File: config.mk
export PLATFORM = sky130hd
export DESIGN_NAME = cdce62002_spi_ctrl
export DESIGN_NICKNAME = d
export VERILOG_FILES = /design/src/rtl/cdce62002_spi_ctrl.sv
export SDC_FILE = /design/constraint.sdc
export NUM_CORES = 1
export LEC_CHECK = 0
export ABC_CLOCK_PERIOD_IN_PS = 2730
export CAP_MARGIN = 30
export CORE_MARGIN = 3
export CORE_UTILIZATION = 35
export CTS_CLUSTER_DIAMETER = 80
export DETAILED_ROUTE_END_ITERATION = 8
export PLACE_DENSITY_LB_ADDON = 0.12
export REMOVE_ABC_BUFFERS = 1
export SLEW_MARGIN = 20
export SYNTH_ARGS = -nofsm -noshare
export SYNTH_HDL_FRONTEND = slang
export SYNTH_SLANG_ARGS = --single-unit
File: constraint.sdc
create_clock -name i_clk -period 2.73 [get_ports i_clk]
set_clock_uncertainty 0.1 [all_clocks]
set_input_delay 0.6825 -clock i_clk [delete_from_list [all_inputs] [get_ports i_clk]]
set_output_delay 0.6825 -clock i_clk [all_outputs]
set_load 0.01 [all_outputs]
File: src/rtl/cdce62002_spi_ctrl.sv
// Power-up configuration sequencer for the CDCE62002: walks the config ROM and
// shifts each 32-bit word out LSB-first on the 3-wire SPI, pulsing LE after each word.
module cdce62002_spi_ctrl #(
    parameter int CLK_DIV   = 4,
    parameter int NUM_WORDS = 6,
    parameter int LE_CYCLES = 4
) (
    input  logic        i_clk,
    input  logic        i_rst,
    input  logic        i_start,
    output logic [2:0]  o_rom_addr,
    input  logic [31:0] i_rom_data,
    output logic        o_spi_clk,
    output logic        o_spi_mosi,
    output logic        o_spi_le,
    output logic        o_busy,
    output logic        o_done
);

    localparam int CNT_MAX = (CLK_DIV > LE_CYCLES) ? CLK_DIV : LE_CYCLES;
    localparam int CW      = (CNT_MAX > 1) ? $clog2(CNT_MAX) : 1;
    localparam logic [CW-1:0] DIV_LAST  = CW'(CLK_DIV - 1);
    localparam logic [CW-1:0] LE_LAST   = CW'(LE_CYCLES - 1);
    localparam logic [2:0]    LAST_ADDR = 3'(NUM_WORDS - 1);

    typedef enum logic [2:0] {IDLE, LOAD, SHIFT, LATCH, DONE} state_t;

    state_t        state, state_nxt;
    logic [CW-1:0] cnt, cnt_nxt;
    logic [4:0]    bit_cnt, bit_cnt_nxt;
    logic [30:0]   shreg, shreg_nxt;
    logic [2:0]    addr_nxt;
    logic          spi_clk_nxt, mosi_nxt, le_nxt, busy_nxt, done_nxt;

    // NOTE: state uses non-blocking assignments so every register samples the
    // pre-edge values computed by the combinational block below.
    always_ff @(posedge i_clk or posedge i_rst) begin
        if (i_rst) begin
            state      <= IDLE;
            cnt        <= '0;
            bit_cnt    <= '0;
            shreg      <= '0;
            o_rom_addr <= '0;
            o_spi_clk  <= 1'b0;
            o_spi_mosi <= 1'b0;
            o_spi_le   <= 1'b1;
            o_busy     <= 1'b0;
            o_done     <= 1'b0;
        end else begin
            state      <= state_nxt;
            cnt        <= cnt_nxt;
            bit_cnt    <= bit_cnt_nxt;
            shreg      <= shreg_nxt;
            o_rom_addr <= addr_nxt;
            o_spi_clk  <= spi_clk_nxt;
            o_spi_mosi <= mosi_nxt;
            o_spi_le   <= le_nxt;
            o_busy     <= busy_nxt;
            o_done     <= done_nxt;
        end
    end

    // NOTE: every output of this block gets a default first, so no path can
    // leave a value unassigned and infer a latch.
    always_comb begin
        state_nxt   = state;
        cnt_nxt     = cnt;
        bit_cnt_nxt = bit_cnt;
        shreg_nxt   = shreg;
        addr_nxt    = o_rom_addr;
        spi_clk_nxt = o_spi_clk;
        mosi_nxt    = o_spi_mosi;
        le_nxt      = o_spi_le;
        busy_nxt    = o_busy;
        done_nxt    = 1'b0;

        unique case (state)
            IDLE: begin
                addr_nxt = '0;
                if (i_start) begin
                    state_nxt = LOAD;
                    busy_nxt  = 1'b1;
                end
            end
            LOAD: begin
                // Bit 0 goes straight to MOSI; the register keeps the remaining 31.
                shreg_nxt   = i_rom_data[31:1];
                mosi_nxt    = i_rom_data[0];
                le_nxt      = 1'b0;
                spi_clk_nxt = 1'b0;
                cnt_nxt     = '0;
                bit_cnt_nxt = '0;
                state_nxt   = SHIFT;
            end
            SHIFT: begin
                if (cnt == DIV_LAST) begin
                    cnt_nxt = '0;
                    if (!o_spi_clk) begin
                        spi_clk_nxt = 1'b1;
                    end else begin
                        // Falling transition: MOSI advances together with SPI_CLK going low.
                        spi_clk_nxt = 1'b0;
                        mosi_nxt    = shreg[0];
                        shreg_nxt   = {1'b0, shreg[30:1]};
                        if (bit_cnt == 5'd31) begin
                            le_nxt    = 1'b1;
                            state_nxt = LATCH;
                        end else begin
                            bit_cnt_nxt = bit_cnt + 5'd1;
                        end
                    end
                end else begin
                    cnt_nxt = cnt + 1'b1;
                end
            end
            LATCH: begin
                if (cnt == LE_LAST) begin
                    cnt_nxt = '0;
                    if (o_rom_addr == LAST_ADDR) begin
                        state_nxt = DONE;
                        done_nxt  = 1'b1;
                        busy_nxt  = 1'b0;
                        addr_nxt  = '0;
                    end else begin
                        addr_nxt  = o_rom_addr + 3'd1;
                        state_nxt = LOAD;
                    end
                end else begin
                    cnt_nxt = cnt + 1'b1;
                end
            end
            DONE: begin
                state_nxt = IDLE;
            end
            default: state_nxt = IDLE;
        endcase
    end

endmodule

==> results of run 1 <==
## layout by cell type (no fill, tap or decap), types with 2 or more instances in the layout
cell,n
nand2b_1,3
buf_4,4
nor2_1,5
o221ai_1,3
clkbuf_8,5
mux2i_1,2
mux2_1,60
and3_1,3
o211ai_1,2
clkinvlp_4,2
inv_1,7
ha_1,3
nand4_1,2
o22ai_1,2
nand4b_1,4
clkdlybuf4s50_1,42
mux2_2,4
dfrtp_1,48
nand2_1,6
nand3b_1,4
o21ai_0,10
a21oi_1,4
o31ai_1,2
## routing by layer
metal  up-vias  GRT usage, %  routed length, microns
met2        41          18.2                    2090
met1       823          17.8                    2400
met5         -             0                       0
met3         8          3.83                     289
li1        835             -                       -
met4         0          5.28                      87
## cell type report
cell class	count	area [sq um]	area share [%]
clock buffer	5	68.8	2.18
sequential	49	1230	38.8
clock inverter	3	26.3	0.831
inverter	8	30.0	0.950
timing repair buffer	47	470	14.9
tap	96	120	3.80
multi-input combinational	135	1220	38.5
## sequential cells by signal (all words and copies together) (netlist names)
signal      cells
bit_cnt         5
cnt             2
o_busy          1
o_done          1
o_rom_addr      3
o_spi_clk       1
o_spi_le        1
o_spi_mosi      1
shreg          31
state           3
## synthesized netlist by cell type (2+ instances only)
cell      instances
mux2_1           60
dfrtp_1          48
o21ai_0          10
inv_1             8
nand2_1           6
buf_2             5
nor2_1            5
a21oi_1           4
clkbuf_1          4
mux2_2            4
nand3b_1          4
nand4b_1          4
and3_1            3
buf_4             3
ha_1              3
nand2b_1          3
o221ai_1          3
o22ai_1           3
mux2i_1           2
nand4_1           2
o211ai_1          2
o31ai_1           2
## power by group through the flow
| stage | clock network, mW | registers [mW] | logic, mW |
|---|---|---|---|
| 6_report | 0.455 | 1.27 | 1.32 |
| 5_1_grt | 0.516 | 1.32 | 1.49 |
| 4_1_cts | 0.478 | 1.27 | 1.36 |
| 3_5_place_dp | 0 | 1.28 | 1.36 |
| 3_3_place_gp | 0 | 1.28 | 1.34 |
| 2_1_floorplan | 0 | 1.24 | 0.977 |
## cells by family after synthesis
group | count (synthesis)
muxes | 66
DFF | 49
and+or+nand+nor | 34
AOI/OAI and AO/OA | 32
buffers and inverters | 20
adders and majority gates | 3
## metrics by stage
step | cell area (sq um) | instances | setup TNS [ps] | hold WS, ps | setup WS (ps)
2_1_floorplan | 2450 | 192 | -11230 | 354 | -413
3_5_place_dp | 3070 | 335 | 0 | 371 | 568
3_3_place_gp | 3070 | 335 | 0 | 366 | 596
6_report | 3160 | 343 | 0 | 388 | 560
5_1_grt | 3160 | 343 | 0 | 413 | 396
4_1_cts | 3160 | 343 | 0 | 396 | 531
## worst max path at each step
stage                end  cells past startpoint      from
4_1_cts         o_spi_le                      1  o_spi_le
3_3_place_gp   shreg[29]                      5    cnt[0]
5_1_grt        shreg[29]                      5    cnt[0]
2_1_floorplan  shreg[29]                      3  state[1]
6_report        o_spi_le                      1  o_spi_le
3_5_place_dp   shreg[29]                      5    cnt[0]
==> reports/metrics.yaml, run 1 <==
synthDistinctLibCells: 38
min_path_type: "reg -> reg"
drc: 0
synth.avg_cell_area_sq_um: 12.3
worstSetupEndpointType: "primary output"
cp_cell_sequence: "clkdlybuf4s50_1"
critPathTopFamily: "flip-flops"
synth_edf_count: 0
die_h_microns: 90.8
status: "complete, no violations"
startpoint_type: "flop"
syn_inst: 204
synth_xor_xnor_area_share_pct: 0
ys_warn_count: 0
grt_pass1_vias: 1719
drive_above_1_share_pct: 9.31
clock_latency_ps: 310
synthMuxAreaShare_pct: 29.4
synth_compound_area_share_pct: 8.30
vias: 1707
syn-cell-area_sq_mm: 0.00252
cts_hold_buf: 0
slowest_delay_ps: 550
synth.area.top_cells: "dfrtp_1, mux2_1, o21ai_0"
cts_max_level: 2
synth-simple-area-share_pct: 8.35
r2r_cells: 5
p_sw_mw: 1.08
die_w_microns: 90.8
dr.pass1.iters: 5
synth_top_family_by_area: "multiplexers"
synthAdderAreaFrac_pct: 1.49
cp_slowest_cell: "dfstp_2"
wl_microns: 4870
p_int_mw: 1.96
design.final.nets: 284
critPathBufInv: 1
post_cts_resized: 0
dieArea_sq_mm: 0.00825
ir_worst_vdd_mv: 0.447
row_count: 30
antenna_found_initial: 0
fin_util_pct: 46.0
fill_cells: 668
hold_viol: 0
yosysTopAreaCellShare_pct: 47.7
core-area_sq_mm: 0.00687
pwr-share-seq_pct: 41.6
area_growth_pct: 25.5
num_io_pins: 43
clockBufferDepth: 2
gr-total-overflow: 0
gp_congestion: 0.754
finalSetupViolations: 0
ys_ff_latch: 49
fmax_mhz: 461
grt.total_usage_pct: 12.7
min_to: "shreg[10]"
rsz0062_at_grt: "no"
wl_per_cell_microns: 14.2
timing.final.crit_share_pct: 79.5
p_leak_nw: 1.31
port_buffers: 42
worst-setup-path-type: "reg -> out"
synth_flop_cell: "dfrtp_1"
cts_tree: "done"
comb_power_share_pct: 43.5
seq_area_frac_synth_pct: 48.8
cp_max_fo: 2
rrSetupSlack_ps: 570
hold_path_depth: 1
cts_inserted_buffers: 5
clkPwrFrac_pct: 14.9
r2r-end: "shreg[29]"
drtIter0Drc: 66
cts_root_buf: "clkbuf_8"
required_ps: 1950
routed_via_density: 4.98
p_sw_share_pct: 35.6
antennaDiodeCount: 0
regToRegStartpoint: "cnt[0]"
initial_core_util_pct: 36.6
slew_headroom_pct: 63.1
worst_slew_pin_slew_ps: 549
cts.reportedPaths.clkPinSlew_ps: 90
hold_start: "shreg[10]"
post_cts_buffers: 0
hpwl_microns: 3330
clkSinkCount: 49
finalMaxSlewViolations: 0
period_needed_ps: 2170
grt_first_pass_wirelength_microns: 8540
ys_async_sr_fraction_pct: 100
cp_data_arrival_time_ps: 1390
cap_violations: 0
yosysTopAreaCell: "dfrtp_1"
power.total_mw: 3.05
antenna_left: 0
power_density_mw_per_mm2: 963
grt_max_degree: 50
Power figures use the tool's default switching activity.
==> run 2, diff against run 1 <==
ABC_CLOCK_PERIOD_IN_PS = 2000   (was 2730)
clock period = 2 ns   (was 2.73 ns; I/O delays follow)
==> run 2 against run 1 <==
Effect of this change:
- sequential power rose by 31%
- combinational power rose by 52%
- worst hold slack barely moved
- total power rose by 40%
- sequential share of layout area fell by 0.69 points
- register-to-register slack got worse by 470 ps
- die area did not move
- critical path type is now reg -> reg
- largest cell class unchanged
- highest routed layer unchanged
==> reports/metrics.yaml, run 2 (synthesized netlist as in run 1, its figures left out) <==
cp_slowest_cell: "dfrtp_1"
finalSetupViolations: 0  # unchanged
cts.reportedPaths.clkPinSlew_ps: 90  # about the same
dr.pass1.iters: 4  # -1
tns_ps: 0  # unchanged
core-area_sq_mm: 0.00687  # unchanged
clkPwrFrac_pct: 13.5  # -1.4 points
hpwl_microns: 3240  # -2.7%
slew_headroom_pct: 71.4  # +8.2 points
worst-setup-path-type: "reg -> reg"
p_leak_nw: 1.35  # +3.4%
drtIter0Drc: 52  # -21%
area_growth_pct: 27.9
hold_viol: 0  # unchanged
die_w_microns: 90.8  # unchanged
die_h_microns: 90.8  # unchanged
gr-total-overflow: 0  # unchanged
cap_violations: 0  # unchanged
layout_commonest_cell: "mux2_1"
power.total_mw: 4.25  # +40%
fin_cells: 348  # +1.5%
comb_power_share_pct: 47.1  # +3.6 points
cts_max_level: 2  # unchanged
grt.total_usage_pct: 12.7  # -0.057 points
antenna_found_initial: 0  # unchanged
critPathTopFamily: "simple AND/OR/NAND/NOR gates"
final_area_sq_mm: 0.00322  # +1.9%
row_count: 30  # unchanged
dieArea_sq_mm: 0.00825  # unchanged
design.final.nets: 289  # +1.8%
fmax_mhz: 526
met1Wirelength_microns: 2350  # -1.8%
dp_slack_ps: 62.2  # -505 ps
cp_cell_sequence: "ha_1, and3_1, ha_1, and4b_2, o21a_1, o221ai_1"
rsz0062_at_grt: "no"
cts_root_buf: "clkbuf_8"
final_cell_mix: "mux2_1, dfrtp_1, clkdlybuf4s50_1"
grt_max_degree: 50  # unchanged
cts_inserted_buffers: 5  # unchanged
wl_microns: 4810  # -1.0%
post_cts_resized: 0  # unchanged
met2_length_microns: 2200  # +4.9%
p_sw_share_pct: 34.6  # -1.0 points
antenna_left: 0  # unchanged
wl_per_cell_microns: 13.8  # -2.5%
port_buffers: 42  # unchanged
critPathBufInv: 0  # -1
cts_tree: "done"
r2r_cells: 6  # +1
slowest_delay_ps: 410  # -140 ps
vias: 1700  # -0.41%
finalMaxSlewViolations: 0  # unchanged
antennaDiodeCount: 0  # unchanged
grt_pass1_vias: 1728  # +0.52%
worst_slew_pin_slew_ps: 428  # -121 ps
worstSetupEndpointType: "flop"
clockBufferDepth: 2  # unchanged
num_io_pins: 43  # unchanged
fin_util_pct: 46.9  # +0.87 points
post_cts_buffers: 0  # unchanged
min_path_type: "reg -> reg"
drc: 0  # unchanged
status: "complete, no violations"
gp_congestion: 0.771  # +2.1%
cpMostUsedCell: "ha_1"
pwr-share-seq_pct: 39.4  # -2.2 points
cp.depth: 6  # +5
p_sw_mw: 1.47  # +36%
fin_ws_ps: 97.3  # -462 ps
clock_latency_ps: 300  # about the same
required_ps: 2070  # +120 ps
period_needed_ps: 1900
highest_layer: "met4"
routed_via_density: 4.89  # -1.8%
regMostFlops: "shreg"
initial_core_util_pct: 36.6  # unchanged
placed_cell_area_sq_mm: 0.00313  # +2.0%
startpoint_type: "flop"
timing.final.crit_share_pct: 95.1
fin_hold_ws_ps: 388  # +0.0810 ps
place_inst: 340  # +1.5%
largestRegisters: "shreg x31, bit_cnt x5"
cp_data_arrival_time_ps: 1970  # +580 ps
cp_max_fo: 7  # +5
hold_path_depth: 1  # unchanged
power_density_mw_per_mm2: 1320  # +37%
cts_hold_buf: 0  # unchanged
clkSinkCount: 49  # unchanged
ir_worst_vdd_mv: 0.538  # +20%
p_int_mw: 2.78  # +42%
drive_above_1_share_pct: 11.5  # +2.2 points
largest_register_ffs: 31  # unchanged
grt_first_pass_wirelength_microns: 8500  # -0.49%
dr_wl_met3_microns: 223  # -23%
==> run 2: metal layers <==
metal	vias up	global-route usage (%)
met5	-	0
met4	0	4.15
met3	4	3.67
met2	29	19.1
met1	823	17.4
li1	844	-
==> run 2: worst paths after layout <==
kind	start	end	slack, ps
max	bit_cnt[0]	bit_cnt[1]	100
min	shreg[19]	shreg[19]	390
max reg2reg	bit_cnt[0]	bit_cnt[1]	100
min reg2reg	shreg[19]	shreg[19]	390
max in group asynchronous	i_rst	o_spi_le	1070
min in group asynchronous	i_rst	shreg[14]	450
==> run 2: power groups by stage <==
stage               Sequential [mW]  Combinational [mW]  Clock, mW
finish                         1.67                2.00      0.574
global placement               1.69                2.01          0
global route                   1.74                2.24      0.655
floorplan                      1.69                1.33          0
detailed placement             1.70                2.03          0
CTS                            1.68                2.04      0.613
==> run 2: final cells by class <==
| cell class | count | area, sq um |
|---|---|---|
| flip-flops and latches | 49 | 1230 |
| clock inverters | 2 | 15.0 |
| multi-input cells | 135 | 1220 |
| repair buffers | 52 | 536 |
| inverters | 8 | 30.0 |
| clock buffers | 6 | 72.6 |
| fillers | 680 | 3650 |
| well taps | 96 | 120 |
